$ cat src/rtl/noc_params.sv
// Shared link parameters and types for the credit-based transmit path.
package noc_params;
  localparam int VC_NUM      = 2;
  localparam int BUFFER_SIZE = 8;
  localparam int FLIT_SIZE   = 8;
  localparam int VC_W        = (VC_NUM > 1) ? $clog2(VC_NUM) : 1;
  localparam int CNT_W       = $clog2(BUFFER_SIZE + 1);

  typedef logic [FLIT_SIZE-1:0] flit_t;
  typedef logic [VC_W-1:0]      vc_id_t;
  typedef logic [CNT_W-1:0]     cnt_t;
endpackage

$ cat src/rtl/credit_counter.sv
// One VC's credit counter: saturates at both ends and flags returns beyond the buffer depth.
module credit_counter
  import noc_params::*;
(
  input  logic clk,
  input  logic rst,
  input  logic dec_i,
  input  logic inc_i,
  output logic avail_o,
  output logic overflow_o
);

  localparam cnt_t CNT_MAX = cnt_t'(BUFFER_SIZE);

  cnt_t cnt;
  cnt_t cnt_nxt;

  always_comb begin
    cnt_nxt    = cnt;
    overflow_o = 1'b0;
    if (dec_i && !inc_i) begin
      if (cnt != '0) cnt_nxt = cnt - cnt_t'(1);
    end else if (inc_i && !dec_i) begin
      if (cnt == CNT_MAX) overflow_o = 1'b1;
      else                cnt_nxt    = cnt + cnt_t'(1);
    end
  end

  // avail_o tracks the next count so it never lags the counter
  always_ff @(posedge clk or posedge rst) begin
    if (rst) begin
      cnt     <= CNT_MAX;
      avail_o <= 1'b1;
    end else begin
      cnt     <= cnt_nxt;
      avail_o <= (cnt_nxt != '0);
    end
  end

endmodule

$ cat src/rtl/credit_flow_tx.sv
// Transmit end of a credit-based link: gates switch flits on per-VC credits and registers them onto the link.
module credit_flow_tx
  import noc_params::*;
(
  input  logic              clk,
  input  logic              rst,
  input  flit_t             flit_i,
  input  logic              valid_i,
  input  vc_id_t            vc_id_i,
  output logic              ready_o,
  input  logic [VC_NUM-1:0] credit_i,
  output flit_t             flit_o,
  output logic              valid_o,
  output vc_id_t            vc_id_o,
  output logic [VC_NUM-1:0] credit_avail_o,
  output logic              error_o
);

  logic              send;
  logic [VC_NUM-1:0] dec;
  logic [VC_NUM-1:0] overflow;

  assign ready_o = credit_avail_o[vc_id_i];
  assign send    = valid_i & ready_o;

  for (genvar g = 0; g < VC_NUM; g++) begin : g_vc
    assign dec[g] = send & (vc_id_i == vc_id_t'(g));

    credit_counter u_cnt (
      .clk        (clk),
      .rst        (rst),
      .dec_i      (dec[g]),
      .inc_i      (credit_i[g]),
      .avail_o    (credit_avail_o[g]),
      .overflow_o (overflow[g])
    );
  end

  always_ff @(posedge clk or posedge rst) begin
    if (rst) begin
      flit_o  <= '0;
      valid_o <= 1'b0;
      vc_id_o <= '0;
      error_o <= 1'b0;
    end else begin
      valid_o <= send;
      if (send) begin
        flit_o  <= flit_i;
        vc_id_o <= vc_id_i;
      end
      error_o <= error_o | (|overflow);
    end
  end

endmodule

$ cat config.mk
export PLATFORM = sky130hd
export DESIGN_NAME = credit_flow_tx
export DESIGN_NICKNAME = d
export VERILOG_FILES = /design/src/rtl/noc_params.sv /design/src/rtl/credit_counter.sv /design/src/rtl/credit_flow_tx.sv
export SDC_FILE = /design/constraint.sdc
export NUM_CORES = 1
export LEC_CHECK = 0
export ABC_AREA = 1
export CAP_MARGIN = 20
export CORE_ASPECT_RATIO = 0.7
export CORE_MARGIN = 4
export CORE_UTILIZATION = 29
export DETAILED_ROUTE_END_ITERATION = 10
export PLACE_DENSITY_LB_ADDON = 0.12
export SLEW_MARGIN = 20
export SYNTH_ARGS = -nofsm -noshare
export SYNTH_HDL_FRONTEND = slang
export SYNTH_SLANG_ARGS = --single-unit
$ cat constraint.sdc
create_clock -name clk -period 1.6 [get_ports clk]
set_input_delay 0.32 -clock clk [delete_from_list [all_inputs] [get_ports clk]]
set_output_delay 0.32 -clock clk [all_outputs]
set_load 0.02 [all_outputs]
Yosys cells after proc, flatten, opt, wreduce, memory -nomap -nowiden. Cells that the tools add are included.

Flip-flop bits (word level): 21. Output and inout bits: 14. Word-level logic and storage cells: 49.

Add/sub/neg operators: 4. Order comparisons: 1. Equality and inequality tests: 2. Muxes and demuxes: 16. Bitwise gates (word level): 5. Reduce and logical (&&, ||, !) cells: 13.

Operators with widths (number): 4-bit 2-to-1 mux (8); 4-bit nonzero test (4); 4-bit by 1-bit adder with 4-bit output, second input constant (2); 4-bit == test, second input constant (2); 1-bit 2-to-1 mux (8); 4-bit by 1-bit subtractor with 4-bit output, second input constant (2); 1-bit logical AND (4); 1-bit logical NOT (4); 1-bit AND (3); 1-bit by 2-bit less-than comparator with 1-bit output, second input constant (1); 2-bit OR reduction (1); 1-bit inverter (1); 1-bit OR (1).

Depth between registers and ports, before layout. Gate-level depths: netlist (run 1).

Depth in word-level cells: 10. Mapped depth: 10. Mapped depth without buffers: 10.

By module. Synthesis (run 1) repeated with hierarchy kept, for this count alone.

Cells, all modules: 178. Area, all modules: 1311.3 um^2.

By module, submodules not included: credit_counter (times used 2, cells each 61, area an instance 417.9 um^2, sequential area each 127.6 um^2); credit_flow_tx (times used 1, cells each 56, area an instance 475.5 um^2, sequential area each 275.3 um^2).

Least setup slack after synthesis (run 1). No wires, ideal clock.

Path type: register -> register. From: register g_vc[1].u_cnt.cnt[0]. To: register g_vc[1].u_cnt.avail_o. Arrival: 1.224 ns. Required time: 1.521 ns. Path slack: 0.297 ns. Cell stages (with the launch flop): 8. Buffers on the path: 0. Clock period less this slack: 1.303 ns. Cell sequence: dfrtp_1 -> inv_1 -> ha_1 -> nand3_1 -> o211ai_1 -> nand2_1 -> nor2_1 -> nand2_1.

Cells in the longest elaborated chain, start to end: 5.

RTL lines: start, declared (RTL line credit_counter.sv:15) `cnt_t cnt;`; start signal, assigned (RTL line credit_counter.sv:35) `cnt <= cnt_nxt;`; 4-bit by 1-bit adder with 4-bit output / 4-bit == test (equally long branches) (RTL line credit_counter.sv:25, credit_counter.sv:24); 4-bit 2-to-1 mux (RTL line credit_counter.sv:24) `if (cnt == CNT_MAX) overflow_o = 1'b1;`; 4-bit 2-to-1 mux (RTL line credit_counter.sv:23) `end else if (inc_i && !dec_i) begin`; 4-bit 2-to-1 mux * (RTL line credit_counter.sv:21) `if (dec_i && !inc_i) begin`; named net g_vc[1].u_cnt.cnt_nxt[1] (RTL line credit_counter.sv:16) `cnt_t cnt_nxt;`; 4-bit nonzero test * (RTL line credit_counter.sv:36) `avail_o <= (cnt_nxt != '0);`; end signal, assigned (RTL line credit_counter.sv:36); end, declared (RTL line credit_counter.sv:9) `output logic avail_o,`.

Mark *: on every way through the listed nets, which the timed path passes. The rest lies on a longest branch. A chain may end at the register's enable or synchronous reset.

Worst setup path in the final report (run 1).
From: register flit_o[6]. To: output flit_o[6].

RTL lines: start, declared (RTL line credit_flow_tx.sv:12) `output flit_t flit_o,`; start signal, assigned (RTL line credit_flow_tx.sv:48) `flit_o <= flit_i;`.

No word-level cell between the ends.

==> results of run 1 <==
-- cell families after synthesis --
logic type	count (synthesis)
fa+ha+maj	4
simple gates	109
buf+inv	21
flops	21
compound gates	8
-- power breakdown --
group,switching [W],internal [W],total (W)
Sequential,0.000187,0.000755,0.000942
Combinational,0.000803,0.000629,0.00143
Clock,0.000165,0.000173,0.000338
-- placed cells by master (no fill, tap or decap) --
cell and n:
inv_2 9, ha_4 1, dfrtp_2 1, nand3_1 19
dfstp_2 4, dlygate4sd2_1 2, buf_2 1, clkinv_2 1
and2_1 1, clkbuf_8 3, clkdlybuf4s50_1 22, inv_1 10
nand3b_1 1, nand4_1 3, nand3_4 1, ha_1 3
dlymetal6s2s_1 2, nand2_1 65, nor2_1 10, a21oi_1 1
o211ai_1 2, buf_4 13, o21ai_0 2, nand3_2 3
o21ai_1 2, o21bai_1 1, nand2_2 4, dfrtp_1 16
nor2_4 2
-- timing repair --
| action | in CTS | in global routing |
|---|---|---|
| buffers inserted | 0 | 1 |
| gates resized for setup | 6 | 11 |
| pin swaps | 0 | 2 |
| setup endpoints to repair | 4 | 4 |
-- final timing paths --
kind,end,slack (ns),depth (start not counted)
setup / recovery,flit_o[6],0.06,1
max in group asynchronous,g_vc[0].u_cnt.cnt[3],0.93,3
min in group clk,flit_o[1],0.49,2
hold reg to reg,flit_o[1],0.49,2
setup reg to reg,g_vc[1].u_cnt.avail_o,0.10,7
hold / removal,g_vc[1].u_cnt.cnt[1],0.39,3
-- stage by stage --
step	cells	hold slack (ns)	util (%)
3_5_place_dp	252	0.473	40.8
5_1_grt	257	0.426	42.9
2_1_floorplan	163	0.294	-
3_3_place_gp	252	0.461	40.8
4_1_cts	256	0.399	42.1
6_report	257	0.394	42.9
-- registers in the layout, indices dropped and copies added (netlist names) --
| register | cells |
|---|---|
| error_o | 1 |
| flit_o | 8 |
| g_vc.u_cnt.avail_o | 2 |
| g_vc.u_cnt.cnt | 8 |
| valid_o | 1 |
| vc_id_o | 1 |
-- layer usage --
| layer | track usage (%) | vias to the layer above |
|---|---|---|
| met1 | 16.7 | 548 |
| met2 | 19.1 | 27 |
| met4 | 2.03 | 0 |
| met3 | 3.56 | 2 |
| li1 | - | 601 |
| met5 | 0 | - |
-- layout make-up --
cell class              instances  share of cell area [%]
clock buffers                   3                    2.44
inverters                      19                    4.21
well taps                      52                    3.84
multi-input cells             121                    36.3
flip-flops and latches         21                    31.4
clock inverters                 1                   0.295
repair buffers                 40                    21.6
==> results.md, run 1 <==
- Status: finished clean
- Register area share after synthesis: 44.2%
- WP data arrival: 1.22 ns
- DR top layer: met4
- Synth-to-Final Area Change: 41.0%
- Area of the multi-input gates: just over 600 um2
- Rows: 19
- Syn_nets: about 180
- DR WL met2: between 1000 and 1500 um
- Top Ports: 28
- Fraction of registers with async set/reset: between 90% and 100%
- Slowest stage delay, CP: around 0.61 ns
- F_max: 650 MHz
- Final Cell Area: ~1700 um2
- Cell taking the most area after synthesis: dfrtp_1
- Initial antenna violation count: 0
- Top cell type's share of synthesized area: a little over a third
- Initial Utilization: a little under a third
- DIE AREA: ~5300 um2
- Startpoint Class: register
- Final TNS setup: 0 ns
- Vias per Instance: ~4.6
- Largest net degree at the start of global routing: 22
- Worst-Margin Slew: between 0.3 and 0.4 ns
- Worst Skew: roughly 0.0024 ns
- Delay-heaviest family, CP: buffers and inverters
- Chip height: between 60 and 70 um
- Crit path buffers/inverters: 1
- Clock period minus final worst setup slack: around 1.5 ns
- # nets final: 224
- Slew margin rel.: between 70% and 80%
- CTS HTree Levels: 1
- Num Clock Sinks: 21
- Avg Cell Area, Syn: roughly 7.4 um2
- Port-buffer cells: 27
- Adder-Cell Fraction of Synth Area: roughly 4.2%
- Synth Area in Compound Gates: around 4.0%
- Via count: 1178
- Worst Path Required: between 1 and 1.5 ns
- Share of layout cells above drive strength 1: between 20% and 30%
- Global Route Usage Sum: 12.0%
- # fillers: ~430
- Gr ovfl total: 0
- Die X: 84.9 um
- Most used DFF post-synth: dfrtp_1
- Most common cell in the netlist: nand2_1
- Tcrit/Tclk final: between 90% and 100%
- Hold Crit Class: in2async
- P per Cell Area: around 1600 nW/um2
- Simple-Gate Fraction of Synth Area: 40.5%
- Mapped Cells: 163
- DRT Pass-1 Iters: 4
- First-pass GRT wire length: around 5000 um
- Max-slew violations: 0
- Number of distinct library cells after synthesis: 20
- Post-synth design cell area: around 1200 um2
- Finish-stage setup viols: 0
- Worst-path cell chain: clkdlybuf4s50_1
- Mux cell area share after synthesis: 0%
- Total power: roughly 0.0027 W
- Core Box Area: 3950 um2
- Crit path launch: flit_o[6]
- DR WL met3: around 130 um
- Clock Latency Late Sink: 0.25 ns
- Worst path slowest cell: clkdlybuf4s50_1
- Max clock buf depth: 2
- Ant diodes: 0
- Ys Warns: 0
- Post-synth EDFFs: 0
- Worst Slack Setup Final: a little over 0.06 ns
- Launching point of the worst reg2reg path: g_vc[1].u_cnt.avail_o
- Top cells by area, synth: dfrtp_1, nand2_1, dfstp_2
- Post-route ant nets: 0
- RePlAce Congestion: ~0.95
- Final hold vios: 0
- Commonest cells post-synth: nand2_1, nand3_1, dfrtp_1, inv_1, nor2_1
- Max cap viols: 0
- Peak supply drop: a little over 0.0007 V
- CTS tree: built
- Area after DPL: approximately 1600 um2
- FF+latch area: 532 um2
- LEAKAGE: 0.843 nW
- Setup crit end kind: primary output
- Hold buffers post-CTS: 0
- Xor and xnor area share after synthesis: 0%
- Wirelength per Cell: about 12 um
- Reg clk slew, reported paths: 0.08 ns
- Pre-CTS setup slack: -0.316 ns
- Flops & latches, synth: 21
- Detailed-placement wirelength estimate: roughly 2300 um
- Setup Crit Path Kind: reg2out
- Root buffer cell: clkbuf_8
- Largest family of logic cells by synthesized area: simple AND/OR/NAND/NOR gates
- Wire length on met1: between 1000 and 1500 um
- DRC viols: 0
- CTS Buf Count: 3
- Number of global-route vias before repair: ~1100
- Total wire length: between 2000 and 3000 um
- CP Max Fanout: 2
- DRT iter0 DRCs: between 50 and 60
Power figures use the tool's default switching activity.
==> run 2, diff against run 1 <==
--- a/config.mk
+++ b/config.mk
@@ -14,2 +14,3 @@
 export PLACE_DENSITY_LB_ADDON = 0.12
+export SETUP_SLACK_MARGIN = 0.15
 export SLEW_MARGIN = 20
--- a/constraint.sdc
+++ b/constraint.sdc
@@ -3,2 +3,2 @@
 set_output_delay 0.32 -clock clk [all_outputs]
-set_load 0.02 [all_outputs]
+set_load 0.05 [all_outputs]
==> results.md, run 2 (synthesis results as in run 1) <==
- Status: finished clean (unchanged)
- Cell mode on critical path: nand2_2
- CTS tree: built (unchanged)
- First-pass GRT wire length: 5160 um (was 4980 um)
- # fillers: 373 (was 427)
- Initial Utilization: 30.4% (unchanged)
- CTS HTree Levels: 1 (unchanged)
- Internal power: 0.00174 W (was 0.00156 W)
- Root buffer cell: clkbuf_8 (unchanged)
- Startpoint Class: register (unchanged)
- Global Route Usage Sum: 12.7% (was 12.0%)
- Num Clock Sinks: 21 (unchanged)
- Number of global-route vias before repair: 1082 (was 1087)
- Final Cell Area: 1810 um2 (was 1690 um2)
- F_max: 670 MHz (was 650 MHz)
- Core Box Area: 3950 um2 (unchanged)
- Wirelength per Cell: 12.5 um (was 11.7 um)
- Clock power frac: 10.8% (was 12.5%)
- LEAKAGE: 0.913 nW (was 0.843 nW)
- Die X: 84.9 um (unchanged)
- Worst Slack Setup Final: 0.107 ns (was 0.0623 ns)
- CP Max Fanout: 3 (was 2)
- Max-slew violations: 0 (unchanged)
- Clock Latency Late Sink: 0.26 ns (was 0.25 ns)
- Worst Path Required: 1.28 ns (about the same)
- Max clock buf depth: 2 (unchanged)
- Slowest stage delay, CP: 0.60 ns (was 0.61 ns)
- DRT Pass-1 Iters: 4 (unchanged)
- DIE AREA: 5250 um2 (unchanged)
- Via count: 1224 (was 1178)
- Final hold vios: 0 (unchanged)
- WP data arrival: 1.17 ns (was 1.22 ns)
- Leading cell types in the layout, fill and taps excluded: nand2_1, buf_4, dfrtp_1 (was nand2_1, clkdlybuf4s50_1, nand3_1)
- Hold buffers post-CTS: 0 (unchanged)
- Pre-CTS setup slack: -0.109 ns (was -0.316 ns)
- Finish-stage setup viols: 0 (unchanged)
- DRC viols: 0 (unchanged)
- CTS Buf Count: 3 (unchanged)
- Crit path buffers/inverters: 1 (unchanged)
- Psw: 0.00152 W (was 0.00116 W)
- Port-buffer cells: 27 (unchanged)
- Worst path slowest cell: dfstp_2 (was clkdlybuf4s50_1)
- Post-route ant nets: 0 (unchanged)
- Top Ports: 28 (unchanged)
- Slew margin rel.: 81.6% (was 79.0%)
- Worst-Margin Slew: 0.276 ns (was 0.313 ns)
- Tcrit/Tclk final: 93.3% (was 96.1%)
- Worst-path cell chain: nand2_2 > nand2_2 > buf_12 (was clkdlybuf4s50_1)
- Combinational share of power: 60.5% (was 52.8%)
- Detailed-placement wirelength estimate: 2340 um (was 2350 um)
- # nets final: 230 (was 224)
- Sequential power share: 28.7% (was 34.7%)
- Vias per Instance: 4.65 (was 4.58)
- Clock period minus final worst setup slack: 1.49 ns (was 1.54 ns)
- Ant diodes: 0 (unchanged)
- Largest net degree at the start of global routing: 22 (unchanged)
- Commonest non-fill, non-tap cell in the layout: nand2_1 (unchanged)
- Setup Crit Path Kind: reg2out (unchanged)
- Delay-heaviest family, CP: flip-flops (was buffers and inverters)
- Setup crit end kind: primary output (unchanged)
- Initial antenna violation count: 0 (unchanged)
- Gr ovfl total: 0 (unchanged)
- Total wire length: 3300 um (was 3000 um)
- RePlAce Congestion: 0.950 (was 0.947)
- RSZ-0062 raised after global routing: yes
- Peak supply drop: 0.000765 V (was 0.000714 V)
- Hold Crit Class: in2async (unchanged)
- Reg clk slew, reported paths: 0.08 ns (about the same)
- Max cap viols: 0 (unchanged)
- Chip height: 61.8 um (unchanged)
- Sw Ratio: 46.6% (was 42.6%)
- Area after DPL: 1640 um2 (was 1610 um2)
- Worst Skew: 0.00893 ns (was 0.00237 ns)
- P per Cell Area: 1810 nW/um2 (was 1600 nW/um2)
- Share of layout cells above drive strength 1: 32.7% (was 21.0%)
- Rows: 19 (unchanged)
- Synth-to-Final Area Change: 50.5% (was 41.0%)
- Largest regs: flit_o (8), g_vc.u_cnt.cnt (8), g_vc.u_cnt.avail_o (2) (unchanged)
- DRT iter0 DRCs: 71 (was 59)
==> run 2: cell count changes in the layout (fill, tap and decap cells not counted), sizes merged <==
| cell | delta |
|---|---|
| buf | +19 |
| clkdlybuf4s50 | -11 |
| dlygate4sd2 | -1 |
| dlymetal6s2s | -1 |
==> run 2: final cells by class <==
type | count | area, um2 | area share [%]
tap | 52 | 65.1 | 3.60
clock inverter | 1 | 5.00 | 0.277
sequential | 21 | 531 | 29.3
inverter | 19 | 71.3 | 3.94
clock buffer | 3 | 41.3 | 2.28
multi-input combinational | 121 | 662 | 36.6
timing repair buffer | 46 | 433 | 23.9
==> run 2: through the flow <==
step	cells	TNS [ns]	total power [W]	hold slack, ns	util (%)
final	263	0	0.00326	0.380	45.8
after global routing	263	0	0.00349	0.417	45.8
after CTS	260	0	0.00309	0.387	43.8
after detailed placement	253	-0.537	0.00262	0.472	41.5
after global placement	253	-0.294	0.00263	0.466	41.5
after floorplan	163	0	0.00201	0.294	-
==> run 2: what timing repair did <==
item,CTS,global route
pin swaps,1,7
buffers inserted,3,3
resized for setup,6,14
endpoints found under the setup margin,4,9
==> run 2: final timing paths <==
check                                            from  slack, ns  depth (start not counted)               endpoint
worst min-delay path                              rst       0.38                          3                vc_id_o
worst min register to register              flit_o[7]       0.49                          2              flit_o[7]
min in group clk                            flit_o[7]       0.49                          2              flit_o[7]
worst max-delay path            g_vc[1].u_cnt.avail_o       0.11                          3                ready_o
max in group asynchronous                         rst       0.94                          3   g_vc[0].u_cnt.cnt[3]
worst max register to register   g_vc[1].u_cnt.cnt[1]       0.18                          9  g_vc[1].u_cnt.avail_o
==> run 2: layer usage <==
layer	routed length, um	GRT usage, %
met1	1590	16.6
met2	1480	21.0
met3	213	3.69
met4	17	3.61
met5	0	0
==> run 2: worst min-delay path: stages <==
cell	delay, ns
clkdlybuf4s50_1	0.39
inv_1	0.05
buf_4	0.27
==> run 2: power by group through the flow <==
stage	registers, W	clock network, W	logic, W
2_1_floorplan	0.00115	0	0.000852
3_3_place_gp	0.000947	0	0.00168
3_5_place_dp	0.000946	0	0.00168
4_1_cts	0.000930	0.000371	0.00179
5_1_grt	0.000958	0.000400	0.00213
6_report	0.000937	0.000352	0.00198
==> run 3, diff against run 2 <==
Settings changed: TNS_END_PERCENT set to 5.
==> results.md, run 3 (synthesis results as in run 1) <==
- Status: finished clean (unchanged)
- FF-to-FF path depth: 9 (unchanged)
- Worst path slowest cell: dfstp_2 (unchanged)
- Slowest stage delay, CP: 0.60 ns (about the same)
- Crit path launch: g_vc[1].u_cnt.avail_o (unchanged)
- Finish-stage setup viols: 0 (unchanged)
- Port-buffer cells: 27 (unchanged)
- CTS HTree Levels: 1 (unchanged)
- Largest net degree at the start of global routing: 22 (unchanged)
- Synth-to-Final Area Change: 46.2% (was 50.5%)
- Detailed-placement wirelength estimate: 2340 um (unchanged)
- Num Clock Sinks: 21 (unchanged)
- DRT Pass-1 Iters: 4 (unchanged)
- Gr ovfl total: 0 (unchanged)
- Vias per Instance: 4.61 (was 4.65)
- Worst-Margin Slew: 0.278 ns (was 0.276 ns)
- Peak supply drop: 0.000755 V (was 0.000765 V)
- Commonest non-fill, non-tap cell in the layout: nand2_1 (unchanged)
- RSZ-0062 raised after global routing: yes (unchanged)
- Initial Utilization: 30.4% (unchanged)
- Chip height: 61.8 um (unchanged)
- Wirelength per Cell: 12.2 um (was 12.5 um)
- Max clock buf depth: 2 (unchanged)
- # nets final: 229 (was 230)
- RePlAce Congestion: 0.950 (unchanged)
- Clock period minus final worst setup slack: 1.49 ns (about the same)
- Core Box Area: 3950 um2 (unchanged)
- Worst R2R End: g_vc[0].u_cnt.avail_o (was g_vc[1].u_cnt.avail_o)
- Largest regs: flit_o (8), g_vc.u_cnt.cnt (8), g_vc.u_cnt.avail_o (2) (unchanged)
- Leading cell types in the layout, fill and taps excluded: nand2_1, buf_4, nand3_1 (was nand2_1, buf_4, dfrtp_1)
- Rows: 19 (unchanged)
- Tcrit/Tclk final: 93.3% (about the same)
- DRC viols: 0 (unchanged)
- P per Cell Area: 1790 nW/um2 (was 1810 nW/um2)
- Cell mode on critical path: nand2_2 (unchanged)
- Root buffer cell: clkbuf_8 (unchanged)
- Initial antenna violation count: 0 (unchanged)
- Launching point of the worst reg2reg path: g_vc[0].u_cnt.cnt[1] (was g_vc[1].u_cnt.cnt[1])
- Final hold vios: 0 (unchanged)
- Die X: 84.9 um (unchanged)
- Reg clk slew, reported paths: 0.08 ns (about the same)
- Global Route Usage Sum: 12.7% (unchanged)
- Setup crit end kind: primary output (unchanged)
- Worst-path cell chain: nand2_2 > nand2_2 > buf_12 (unchanged)
- CTS tree: built (unchanged)
- Slew margin rel.: 81.4% (was 81.6%)
- Clock Latency Late Sink: 0.26 ns (about the same)
- Area after DPL: 1640 um2 (unchanged)
- Hold Slack: 0.381 ns (was 0.380 ns)
- DRT iter0 DRCs: 45 (was 71)
- Via count: 1208 (was 1224)
- Total power: 0.00315 W (was 0.00326 W)
- Number of global-route vias before repair: 1082 (unchanged)
- Hold buffers post-CTS: 0 (unchanged)
- R2R setup slack: 0.16 ns (was 0.18 ns)
- Hold Crit Class: in2async (unchanged)
- Worst Path Required: 1.28 ns (about the same)
- Total wire length: 3200 um (was 3300 um)
- Top Ports: 28 (unchanged)
- Final TNS setup: 0 ns (unchanged)
- Post-route ant nets: 0 (unchanged)
- F_max: 670 MHz (about the same)
- First-pass GRT wire length: 5160 um (unchanged)
- WP data arrival: 1.17 ns (about the same)
- DIE AREA: 5250 um2 (unchanged)
- Worst Skew: 0.00885 ns (was 0.00893 ns)
- Share of layout cells above drive strength 1: 29.5% (was 32.7%)
- Setup Crit Path Kind: reg2out (unchanged)
- Max cap viols: 0 (unchanged)
- Layout Cells excl Fill: 262 (was 263)
- Final Cell Area: 1760 um2 (was 1810 um2)
- Startpoint Class: register (unchanged)
- LEAKAGE: 0.900 nW (was 0.913 nW)
- Placed cells: 253 (unchanged)
- CP Max Fanout: 3 (unchanged)
- Ant diodes: 0 (unchanged)
- CTS Buf Count: 3 (unchanged)
- Max-slew violations: 0 (unchanged)
==> run 3: changes by cell type in the layout (fill, tap and decap cells not counted), sizes merged <==
cell | previous run | this run
buf | 33 | 32
==> run 3: metrics by stage <==
stage / util, % / setup slack, ns
after global routing: 44.5 / 0.0605
final: 44.5 / 0.107
after detailed placement: 41.5 / -0.109
after global placement: 41.5 / -0.0881
after CTS: 43.8 / 0.128
after floorplan: - / 0.286
==> run 3: final cells by class <==
| class | instances | area [um2] |
|---|---|---|
| fillers | 380 | 2190 |
| multi-input cells | 121 | 622 |
| flip-flops and latches | 21 | 531 |
| repair buffers | 45 | 422 |
| inverters | 19 | 71.3 |
| well taps | 52 | 65.1 |
| clock buffers | 3 | 41.3 |
| clock inverters | 1 | 5.00 |
==> run 3: power breakdown <==
part	internal, W	total (W)	leakage (nW)	switching, W
Sequential	0.000753	0.000939	0.246	0.000186
Clock	0.000174	0.000352	0.0255	0.000178
Combinational	0.000757	0.00186	0.628	0.00110
Total	0.00168	0.00315	0.900	0.00147
==> run 3: repair_timing <==
action / 4_1_cts / 5_1_grt
setup endpoints to repair: 4 / 9
resized for setup: 6 / 5
pin swaps: 1 / 2
setup buffers: 3 / 2
==> run 3: worst max path at each step <==
stage | endpoint | cells past startpoint | slack (ns)
floorplan | vc_id_o | 6 | 0.29
global placement | g_vc[0].u_cnt.avail_o | 8 | -0.09
detailed placement | g_vc[0].u_cnt.avail_o | 8 | -0.11
CTS | ready_o | 3 | 0.13
global route | ready_o | 3 | 0.06
finish | ready_o | 3 | 0.11
==> run 3: critical path: cells and delay by family (launching register included) <==
kind / cells / cell delay (ns)
buffers and inverters: 1 / 0.14
AND/OR/NAND/NOR: 2 / 0.17
flip-flops: 1 / 0.60
==> run 3: routing by layer <==
| layer | track usage, % | part of all wire [%] |
|---|---|---|
| met5 | 0 | 0 |
| met4 | 3.61 | 0.53 |
| met3 | 3.69 | 7.3 |
| met2 | 21.0 | 43 |
| met1 | 16.6 | 49 |
